==> config.mk <==
export PLATFORM = sky130hd
export DESIGN_NAME = alu_sequencer
export DESIGN_NICKNAME = d
export VERILOG_FILES = /design/src/rtl/alu_seq_pkg.sv /design/src/rtl/alu_seq_decode.sv /design/src/rtl/alu_sequencer.sv
export SDC_FILE = /design/constraint.sdc
export NUM_CORES = 1
export LEC_CHECK = 0
export BUFFER_PORTS_ARGS = -buffer_cell sky130_fd_sc_hd__buf_2
export CAP_MARGIN = 40
export CORE_MARGIN = 5
export CORE_UTILIZATION = 50
export DETAILED_ROUTE_END_ITERATION = 10
export HOLD_SLACK_MARGIN = 0.02
export PLACE_DENSITY_LB_ADDON = 0.08
export SYNTH_ARGS = -nofsm -noshare
export SYNTH_HDL_FRONTEND = slang
export SYNTH_SLANG_ARGS = --single-unit
==> constraint.sdc <==
create_clock -name clk -period 4.4 [get_ports clk]
set_clock_uncertainty 0.15 [all_clocks]
set_input_delay 0.88 -clock clk [delete_from_list [all_inputs] [get_ports clk]]
set_output_delay 0.88 -clock clk [all_outputs]
set_load 0.005 [all_outputs]
==> src/rtl/alu_seq_pkg.sv <==
// alu_seq_pkg: opcodes, FSM states and write-mux selects shared by the sequencer files
package alu_seq_pkg;
  localparam logic [3:0] OP_NOP = 4'h0, OP_ADD = 4'h1, OP_SUB = 4'h2, OP_AND = 4'h3, OP_OR = 4'h4,
                         OP_XOR = 4'h5, OP_OUT = 4'h6, OP_IN = 4'h7, OP_MOV = 4'h8, OP_LDI = 4'h9,
                         OP_JMP = 4'hA, OP_BRZ = 4'hB, OP_BRN = 4'hC, OP_HALT = 4'hF;
  localparam logic [1:0] WSEL_ALU = 2'b00, WSEL_IMM = 2'b01, WSEL_IN = 2'b10;
  typedef enum logic [2:0] {
    S_FETCH, S_DECODE, S_EXEC, S_IMM_FETCH, S_IMM, S_WAIT_IN, S_WAIT_OUT, S_HALT
  } state_t;
endpackage

==> src/rtl/alu_seq_decode.sv <==
// alu_seq_decode: classifies a 4-bit opcode into the control classes the FSM needs
module alu_seq_decode import alu_seq_pkg::*; (
  input  logic [3:0] op,
  output logic       writes_reg,
  output logic       is_alu,
  output logic       needs_imm,
  output logic       is_branch,
  output logic       is_io
);
  always_comb begin
    is_alu = op inside {OP_ADD, OP_SUB, OP_AND, OP_OR, OP_XOR, OP_MOV};
    is_io = op inside {OP_OUT, OP_IN};
    is_branch = op inside {OP_BRZ, OP_BRN};
    needs_imm = is_branch | (op inside {OP_LDI, OP_JMP});
    writes_reg = is_alu | (op inside {OP_LDI, OP_IN});
  end
endmodule

==> src/rtl/alu_sequencer.sv <==
// alu_sequencer: multi-cycle fetch/decode/execute FSM for the 8-bit datapath (ALU_SEQ_RETIRE_CNT_EN adds retire_cnt)
module alu_sequencer import alu_seq_pkg::*; #(
  parameter int ADDR_W = 8,
  parameter logic [ADDR_W-1:0] RESET_PC = '0
) (
  input  logic              clk,
  input  logic              rst,
  output logic [ADDR_W-1:0] imem_addr,
  input  logic [7:0]        imem_rdata,
  output logic [3:0]        alu_sel,
  input  logic [7:0]        alu_result,
  output logic [1:0]        ra_addr,
  output logic [1:0]        rb_addr,
  output logic              reg_we,
  output logic [1:0]        reg_wsel,
  output logic [7:0]        imm,
  input  logic              in_valid,
  output logic              in_ready,
  output logic              out_valid,
  input  logic              out_ready,
  output logic              flag_n,
  output logic              flag_z,
  output logic              halted,
  output logic [ADDR_W-1:0] pc
`ifdef ALU_SEQ_RETIRE_CNT_EN
  ,
  output logic [15:0]       retire_cnt
`endif
);
  state_t state, nxt;
  logic [7:0] ir;
  logic [3:0] op;
  logic writes_reg, is_alu, needs_imm, is_branch, is_io, taken;
  assign op = state == S_DECODE ? imem_rdata[7:4] : ir[7:4];
  assign taken = (op == OP_BRZ & flag_z) | (op == OP_BRN & flag_n);
  assign imem_addr = pc;
  assign ra_addr = ir[3:2];
  assign rb_addr = ir[1:0];
  assign halted = state == S_HALT;
  assign imm = state == S_IMM ? imem_rdata : '0;
  alu_seq_decode u_dec (
    .op(op), .writes_reg(writes_reg), .is_alu(is_alu), .needs_imm(needs_imm),
    .is_branch(is_branch), .is_io(is_io)
  );
  always_comb begin
    nxt = state;
    alu_sel = OP_NOP;
    reg_we = 1'b0;
    reg_wsel = WSEL_ALU;
    in_ready = 1'b0;
    out_valid = 1'b0;
    case (state)
      S_FETCH: nxt = S_DECODE;
      S_DECODE: nxt = is_alu ? S_EXEC : is_io ? (op == OP_IN ? S_WAIT_IN : S_WAIT_OUT) :
                      (needs_imm & (taken | !is_branch)) ? S_IMM_FETCH : op == OP_HALT ? S_HALT : S_FETCH;
      S_EXEC: begin
        alu_sel = op;
        reg_we = 1'b1;
        nxt = S_FETCH;
      end
      S_IMM_FETCH: nxt = S_IMM;
      S_IMM: begin
        reg_we = writes_reg;
        reg_wsel = WSEL_IMM;
        nxt = S_FETCH;
      end
      S_WAIT_IN: begin
        in_ready = 1'b1;
        reg_we = in_valid;
        reg_wsel = WSEL_IN;
        nxt = in_valid ? S_FETCH : S_WAIT_IN;
      end
      S_WAIT_OUT: begin
        alu_sel = OP_OUT;
        out_valid = 1'b1;
        nxt = out_ready ? S_FETCH : S_WAIT_OUT;
      end
      default: nxt = S_HALT;
    endcase
  end
  always_ff @(posedge clk) begin
    if (rst) begin
      state <= S_FETCH;
      pc <= RESET_PC;
      ir <= '0;
      flag_n <= 1'b0;
      flag_z <= 1'b0;
    end else begin
      state <= nxt;
      if (state == S_DECODE) begin
        ir <= imem_rdata;
        pc <= pc + ((is_branch & !taken) ? ADDR_W'(2) : ADDR_W'(1));
      end
      if (state == S_IMM) pc <= writes_reg ? pc + ADDR_W'(1) : ADDR_W'(imem_rdata);
      if (state == S_EXEC) begin
        flag_n <= alu_result[7];
        flag_z <= alu_result == '0;
      end
    end
  end
`ifdef ALU_SEQ_RETIRE_CNT_EN
  always_ff @(posedge clk) begin
    if (rst) retire_cnt <= '0;
    else if (nxt == S_FETCH || (nxt == S_HALT && state != S_HALT)) retire_cnt <= retire_cnt + 16'd1;
  end
`endif
endmodule

==> results of run 1 <==
==> state kept, by name, indices dropped and copies added (netlist names) <==
register	cells
imem_addr	8
ir	8
state	3
flag_n	1
flag_z	1
==> metrics by stage <==
stage / area [um^2] / util (%) / cells
floorplan: 1700 / - / 231
global placement: 1900 / 57.4 / 309
detailed placement: 1900 / 57.4 / 309
CTS: 1930 / 58.3 / 313
global route: 1930 / 58.3 / 313
finish: 1930 / 58.3 / 313
==> layer usage <==
| layer | GRT usage, % | share of wire [%] | vias to the layer above |
|---|---|---|---|
| met3 | 2.96 | 5.5 | 5 |
| met5 | 0 | 0 | - |
| met2 | 34.7 | 48 | 51 |
| met4 | 4.71 | 0.66 | 0 |
| met1 | 26.9 | 46 | 794 |
| li1 | - | - | 868 |
==> report_power, final <==
part	switching (uW)	internal [uW]	total, uW
logic	270	199	469
clock network	67.3	34.1	101
registers	66.7	229	296
total	404	462	866
==> worst min path at each step <==
stage                            start                 end  slack (ps)  cells past startpoint
floorplan           ir[0]$_SDFFE_PP0P_  ir[0]$_SDFFE_PP0P_         290                      2
global placement    ir[1]$_SDFFE_PP0P_  ir[1]$_SDFFE_PP0P_         290                      2
detailed placement  ir[1]$_SDFFE_PP0P_  ir[1]$_SDFFE_PP0P_         300                      2
CTS                 ir[1]$_SDFFE_PP0P_  ir[1]$_SDFFE_PP0P_         310                      2
global route        ir[1]$_SDFFE_PP0P_  ir[1]$_SDFFE_PP0P_         340                      2
finish              ir[2]$_SDFFE_PP0P_  ir[2]$_SDFFE_PP0P_         310                      2
==> cell families after synthesis <==
group	Yosys count	share of synthesized area, %
adders and majority gates	4	3.38
DFF	21	24.7
buffers and inverters	37	12.0
and+or+nand+nor	99	29.7
xor gates and xnor gates	9	4.63
AOI/OAI and AO/OA	54	21.1
muxes	7	4.41
==> worst min-delay path: cells and delay by family (launching register included) <==
family	cells	cell delay, ps
and+or+nand+nor	1	50
DFF	1	330
AOI/OAI and AO/OA	1	50
==> cell type report <==
cell class | instances | area (um^2) | share of cell area (%)
clock inverter | 1 | 5.00 | 0.259
sequential | 21 | 420 | 21.8
inverter | 8 | 30.0 | 1.56
clock buffer | 3 | 22.5 | 1.17
timing repair buffer | 61 | 310 | 16.1
tap | 46 | 57.6 | 2.98
multi-input combinational | 173 | 1080 | 56.2
==> layout by cell type (no fill, tap or decap), drive strengths merged, types with 3 or more instances in the layout <==
master  Yosys  final
xor2        3      3
ha          3      3
clkbuf     11      3
nor3        6      6
and2        9      9
o21ai      11     11
inv         8      8
nor4        4      4
a21oi      21     21
nor2       28     28
o32ai       4      4
mux2i       6      6
nand2b      7      7
nand2      18     18
a211oi      5      5
nand3      10     10
dfxtp      21     21
buf        18     61
nor3b       6      6
xnor2       6      6
==> results.yml, run 1 <==
critical_path:
  cp-end-kind: "output pin"
  r2r-start: "state[0]$_SDFF_PP0_"
  worstSetupStartpoint: "state[2]$_SDFF_PP0_"
  path_max_fanout: 20
  arrival_ps: 2440
  critPathTopFamily: "simple AND/OR/NAND/NOR gates"
  path_buf_inv: 2
  crit_cells: 4
  cpPeakStageDelay_ps: 660
  r2r_end: "imem_addr[4]$_SDFFE_PP0P_"
  startpoint_type: "register"
  setup.worst_path.end: "imm[5]"
  r2r_setup_slack_ps: 980
  crit_type: "reg2out"
  cp_cell_sequence: "or3b_1, inv_1, and2_1, buf_2"
  reg2reg_depth: 11
  critPathSlowestCell: "dfxtp_1"
  worstPathRequired_ps: 3370
synthesis:
  synthTopCellsByArea: "dfxtp_1, buf_4, a21oi_1"
  syn-cell-area_mm2: 0.00170
  syn_inst: 231
  synth-async-reset-ratio_pct: 0
  yosys.area.top_type: "dfxtp_1"
  synth-main-ff-cell: "dfxtp_1"
  synth_top_area_share_pct: 24.7
  ys_seq_elements: 21
  yosys_warnings: 0
  ys_seq_area_share_pct: 24.7
  synth-edff-count: 0
  avgSynthCellArea_um2: 7.38
  ys_types: 47
  synth_commonest_cells: "nor2_1, a21oi_1, dfxtp_1"
  synth.most_common_cell: "nor2_1"
  syn_nets: 255
grt:
  track_usage_pct: 20.4
  grt_pass1_vias: 1610
  grt_start_max_net_pins: 28
  grt_pass1_wl_um: 7430
  grt-ovfl-total: 0
  antenna_found_initial: 0
cts:
  holdBufCountCts: 0
  worstSkewPairLatency_ps: 320
  cts_setup_buffers: 0
  cts_tree: "yes"
  numCtsBuffers: 3
  cts_resized: 0
  cts.htree.levels: 1
  clock_sinks: 21
  cts_buffer_depth: 2
  path_clk_slew_ps: 130
  cts_root_buf: "clkbuf_4"
timing:
  hold_viol: 0
  tns_ps: 0
  timing.slew.headroom_pct: 64.0
  setup_ws_ps: 928
  finalSetupViolCount: 0
  hold_ws_ps: 311
  rsz0062_at_grt: "false"
  tightest_slew_ps: 539
  fmax_mhz: 288
  slew_violations: 0
  min_period_ps: 3470
  finalCritPeriodShare_pct: 78.9
floorplan:
  io_pins: 60
  num_rows: 21
  die_h_um: 68.4
  fp.dieArea_mm2: 0.00468
  die_w_um: 68.4
  design.core.area_mm2: 0.00331
  start_util_pct: 51.5
cells_and_area:
  n_antenna_cell: 0
  syn_to_final_growth_pct: 13.2
  nets: 292
  final_layout_size_suffix_gt1_share_pct: 27.0
  num-fill-cells: 352
route:
  drtAntennaViolNets: 0
  wl_per_cell_um: 14.1
  drt_first_iter_violations: 135
  routed_wl_um: 4420
  vias: 1718
  detail_route.vias_per_cell: 5.49
  post-route-drc-count: 0
  dr.pass1.iters: 4
pwr:
  ir_drop_mv: 0.326
  leakagePower_uw: 0.000853
  pwr_density_cell_mw_per_mm2: 449
  power_uw: 866
placed_design:
  place_ws_ps: 838
  place_congestion: 0.835
  hpwlAfterDp_um: 3280
  io_buffers: 59
run_status:
  status: "finished clean"
worst_hold_path:
  hp-class: "reg2reg"
job:
  drv_cap: 0
Note: power is estimated with default switching activity, not from simulation.
==> run 2: changes to the inputs <==
clock period = 3.3 ns   (was 4.4 ns; I/O delays follow)
==> run 2 against run 1 <==
Against the previous run:
- utilization up 2.1 points
- combinational power is 49% higher
- setup slack got worse by 780 ps
- flip-flop and latch count unchanged
- critical path depth rose by 1
- register-to-register slack got worse by 810 ps
- clock power increased by 32%
- clock-buffer cell count stayed put
- final cell count increased by 2.2%
- routed wire length up 1.9%
- hold slack lost 0.89 ps
- largest cell class unchanged
- largest power group unchanged
- highest routed layer unchanged
==> results.yml, run 2 (synthesis results as in run 1) <==
critical_path:
  critPathTopFamily: "simple AND/OR/NAND/NOR gates"
  crit_type: "reg2out"
  cpPeakStageDelay_ps: 550
  setup.worst_path.end: "imm[5]"
  reg2reg_depth: 11
  cp-end-kind: "output pin"
  r2r_end: "imem_addr[4]$_SDFFE_PP0P_"
  path_max_fanout: 16
  startpoint_type: "register"
  critPathSlowestCell: "or3b_1"
  cp_cell_sequence: "buf_4, or3b_1, inv_1, and2_1, buf_2"
  crit_cells: 5
  worstPathRequired_ps: 2490
  arrival_ps: 2340
  r2r-start: "state[2]$_SDFF_PP0_"
  worstSetupStartpoint: "state[2]$_SDFF_PP0_"
  r2r_setup_slack_ps: 170
  path_buf_inv: 3
worst_hold_path:
  min_from: "ir[1]$_SDFFE_PP0P_"
  hp-class: "reg2reg"
timing:
  fmax_mhz: 317
  timing.slew.headroom_pct: 65.2
  hold_viol: 0
  slew_violations: 0
  min_period_ps: 3150
  finalCritPeriodShare_pct: 95.6
  tightest_slew_ps: 522
  finalSetupViolCount: 0
  rsz0062_at_grt: "false"
  hold_ws_ps: 310
  tns_ps: 0
grt:
  track_usage_pct: 19.8
  grt-ovfl-total: 0
  grt_pass1_wl_um: 7110
  grt_start_max_net_pins: 28
  antenna_found_initial: 0
  grt_pass1_vias: 1586
pwr:
  leakagePower_uw: 0.000892
  ir_drop_mv: 0.281
  pwr_density_cell_mw_per_mm2: 605
cells_and_area:
  seq_area_um2: 420
  mostFrequentLayoutCell: "buf_2"
  fin_cells: 320
  final_layout_size_suffix_gt1_share_pct: 29.2
  num-fill-cells: 346
  nets: 299
  final_util_pct: 60.4
  n_antenna_cell: 0
  fin_area_mm2: 0.00200
  final_cell_mix: "buf_2, nor2_1, a21oi_1, dfxtp_1, nand2_1"
  multi_input_area_mm2: 0.00109
  syn_to_final_growth_pct: 17.3
run_status:
  status: "finished clean"
floorplan:
  io_pins: 60
  num_rows: 21
  die_w_um: 68.4
  design.core.area_mm2: 0.00331
  start_util_pct: 51.5
  fp.dieArea_mm2: 0.00468
  die_h_um: 68.4
placed_design:
  postPlaceCellArea_mm2: 0.00197
  placed_cells: 316
  place_congestion: 0.919
  io_buffers: 59
  hpwlAfterDp_um: 3380
cts:
  path_clk_slew_ps: 130
  clock_sinks: 21
  cts_buffer_depth: 2
  holdBufCountCts: 0
  cts_tree: "yes"
  cts_setup_buffers: 0
  cts_resized: 0
  worstSkewPairLatency_ps: 310
  cts.htree.levels: 1
  cts_root_buf: "clkbuf_4"
  numCtsBuffers: 3
route:
  drtAntennaViolNets: 0
  detail_route.vias_per_cell: 5.52
  post-route-drc-count: 0
  routed_wl_um: 4500
  vias: 1765
  dr.pass1.iters: 4
  wl_per_cell_um: 14.1
  drt_first_iter_violations: 118
job:
  drv_cap: 0
## run 2: cell count changes in the layout (fill, tap and decap cells not counted)
| cell | delta |
|---|---|
| buf_4 | +6 |
| a21boi_0 | -1 |
| a21boi_1 | +1 |
| mux2i_1 | -1 |
| buf_12 | +1 |
| mux2i_2 | +1 |
## run 2: stage by stage
stage          total power (uW)  worst slack (ps)
5_1_grt                    1320              22.2
3_3_place_gp               1080               126
6_report                   1210               147
2_1_floorplan               890              83.4
3_5_place_dp               1080              53.4
4_1_cts                    1210               122
## run 2: metal layers
metal / vias up / wire (um) / part of all wire [%] / track usage (%)
met3: 9 / 373 / 8.3 / 4.27
met2: 75 / 2090 / 46 / 34.2
li1: 883 / - / - / -
met5: - / 0 / 0 / 0
met1: 798 / 1970 / 44 / 24.5
met4: 0 / 74 / 1.6 / 5.71
## run 2: cell type report
cell class	count	area share, %
clock inverter	1	0.250
tap	46	2.88
clock buffer	3	1.13
multi-input combinational	173	54.4
sequential	21	21.0
inverter	8	1.50
timing repair buffer	68	18.8
## run 2: worst min path at each step
| stage | end | cells after the start | slack (ps) |
|---|---|---|---|
| 2_1_floorplan | ir[0]$_SDFFE_PP0P_ | 2 | 290 |
| 3_3_place_gp | ir[1]$_SDFFE_PP0P_ | 2 | 290 |
| 3_5_place_dp | ir[1]$_SDFFE_PP0P_ | 2 | 300 |
| 4_1_cts | ir[1]$_SDFFE_PP0P_ | 2 | 310 |
| 5_1_grt | ir[2]$_SDFFE_PP0P_ | 2 | 330 |
| 6_report | ir[1]$_SDFFE_PP0P_ | 2 | 310 |
## run 2: worst register-to-register path, cell delays in order, from the launching register on
cell and delay, ps:
dfxtp_1 380, nor3b_2 260, buf_12 190, mux2i_2 310, nand3_1 110, a21boi_1 150
or2_2 320, fa_1 410, nor2_1 170, nand3_1 110, xnor2_1 150, a221o_1 300
## run 2: report_power, final
part / switching (uW) / internal [uW]
clock: 87.5 / 45.4
combinational: 393 / 307
sequential: 69.7 / 305
==> run 3: changes to the inputs <==
PLACE_DENSITY = 0.92   (was unset)
PLACE_DENSITY_LB_ADDON = unset   (was 0.08)
==> run 3 against run 2 <==
Against the previous run:
- critical path depth rose by 1
- clock-buffer cell count did not move
- sequential power barely moved
- clock power barely moved
- critical endpoint is now imm[2]
- highest routed layer unchanged
==> results.yml, run 3 (synthesis results as in run 1) <==
run_status:
  status: "finished clean"
placed_design:
  io_buffers: 59
  hpwlAfterDp_um: 3480
  place_congestion: 0.940
  placed_cells: 316
cells_and_area:
  fin_cells: 320
  final_util_pct: 60.4
  syn_to_final_growth_pct: 17.3
  n_antenna_cell: 0
  final_layout_size_suffix_gt1_share_pct: 29.2
  nets: 299
  num-fill-cells: 300
  final_cell_mix: "buf_2, nor2_1, a21oi_1, dfxtp_1, nand2_1"
  mostFrequentLayoutCell: "buf_2"
pwr:
  netSwitchingFraction_pct: 46.3
  ir_drop_mv: 0.318
  leakagePower_uw: 0.000892
  pwr-share-comb_pct: 58.3
  p_int_uw: 661
  clockPowerShare_pct: 10.9
  pwr_density_cell_mw_per_mm2: 616
  power.switching_uw: 570
  seqPwrFrac_pct: 30.7
cts:
  clock_sinks: 21
  worstSkewPairLatency_ps: 320
  cts_buffer_depth: 2
  holdBufCountCts: 0
  cts_root_buf: "clkbuf_4"
  cts.htree.levels: 1
  path_clk_slew_ps: 130
  numCtsBuffers: 3
  cts_tree: "yes"
route:
  drt_first_iter_violations: 169
  drtAntennaViolNets: 0
  vias: 1813
  dr.pass1.iters: 4
  post-route-drc-count: 0
  detail_route.vias_per_cell: 5.67
  wl_per_cell_um: 14.3
  routed_wl_um: 4570
critical_path:
  crit_top_cell: "buf_4"
  cp-end-kind: "output pin"
  crit_type: "reg2out"
  worstPathRequired_ps: 2490
  startpoint_type: "register"
  path_max_fanout: 14
  cp_cell_sequence: "buf_4, or3b_1, inv_1, buf_4, and2_1, buf_2"
  cpPeakStageDelay_ps: 530
  arrival_ps: 2300
  critPathSlowestCell: "or3b_1"
  path_buf_inv: 4
  critPathTopFamily: "buffers and inverters"
grt:
  track_usage_pct: 20.1
  busiest_layer: "met2"
  grt-ovfl-total: 0
  grt_pass1_vias: 1581
  global_route.usage.met3_pct: 2.13
  antenna_found_initial: 0
  grt_pass1_wl_um: 7240
  use_met2_pct: 32.2
  use_met1_pct: 28.3
  grt_start_max_net_pins: 28
timing:
  tns_ps: 0
  finalCritPeriodShare_pct: 94.3
  finalSetupViolCount: 0
  tightest_slew_ps: 513
  hold_viol: 0
  timing.slew.headroom_pct: 65.8
  slew_violations: 0
  min_period_ps: 3110
  rsz0062_at_grt: "false"
  fmax_mhz: 321
floorplan:
  die_w_um: 68.4
  io_pins: 60
  num_rows: 21
  design.core.area_mm2: 0.00331
  start_util_pct: 51.5
  die_h_um: 68.4
  fp.dieArea_mm2: 0.00468
job:
  drv_cap: 0
worst_hold_path:
  hp-class: "reg2reg"
[run 3: area by class of cell]
| cell class | instances | area (um^2) | area share, % |
|---|---|---|---|
| clock buffer | 3 | 22.5 | 1.13 |
| clock inverter | 1 | 5.00 | 0.250 |
| inverter | 8 | 30.0 | 1.50 |
| multi-input combinational | 173 | 1090 | 54.4 |
| sequential | 21 | 420 | 21.0 |
| tap | 46 | 57.6 | 2.88 |
| timing repair buffer | 68 | 375 | 18.8 |
[run 3: routing by layer]
metal | part of all wire (%) | up-vias | routed length, um
li1 | - | 885 | -
met1 | 41 | 816 | 1870
met2 | 47 | 100 | 2160
met3 | 9.7 | 12 | 443
met4 | 2.0 | 0 | 90
met5 | 0 | - | 0
[run 3: worst reg2reg max path, stage by stage, from the launching register on]
cell and delay [ps]:
dfxtp_1 380, or3b_1 440, mux2_4 330, a21boi_1 200, or2_2 170, ha_1 180
inv_1 70, fa_1 380, nor2_1 150, nand3_1 100, xnor2_1 150, a221o_1 320
[run 3: path summary, 6_finish.rpt]
| kind | from | end | slack [ps] | cells past startpoint |
|---|---|---|---|---|
| min reg2reg | ir[2]$_SDFFE_PP0P_ | ir[2]$_SDFFE_PP0P_ | 310 | 2 |
| max reg2reg | state[2]$_SDFF_PP0_ | imem_addr[4]$_SDFFE_PP0P_ | 190 | 11 |
| max | state[2]$_SDFF_PP0_ | imm[2] | 190 | 6 |
| min | ir[2]$_SDFFE_PP0P_ | ir[2]$_SDFFE_PP0P_ | 310 | 2 |
[run 3: power by group through the flow]
stage	logic (uW)	clock network [uW]	registers, uW
finish	718	135	378
global route	784	143	385
CTS	705	131	375
detailed placement	700	0	381
global placement	682	0	378
floorplan	532	0	358
[run 3: what timing repair did]
item | CTS | global route
gates resized for setup | 0 | 2
setup endpoints to repair | 0 | 1
buffers inserted | 0 | 0
[run 3: per-stage QoR]
| step | area, um^2 | total power [uW] | hold slack, ps | worst slack, ps |
|---|---|---|---|---|
| after CTS | 1990 | 1210 | 313 | 154 |
| after global routing | 2000 | 1310 | 330 | 48.9 |
| final | 2000 | 1230 | 314 | 188 |
| after floorplan | 1700 | 890 | 287 | 83.4 |
| after detailed placement | 1970 | 1080 | 296 | 56.3 |
| after global placement | 1970 | 1060 | 290 | 168 |
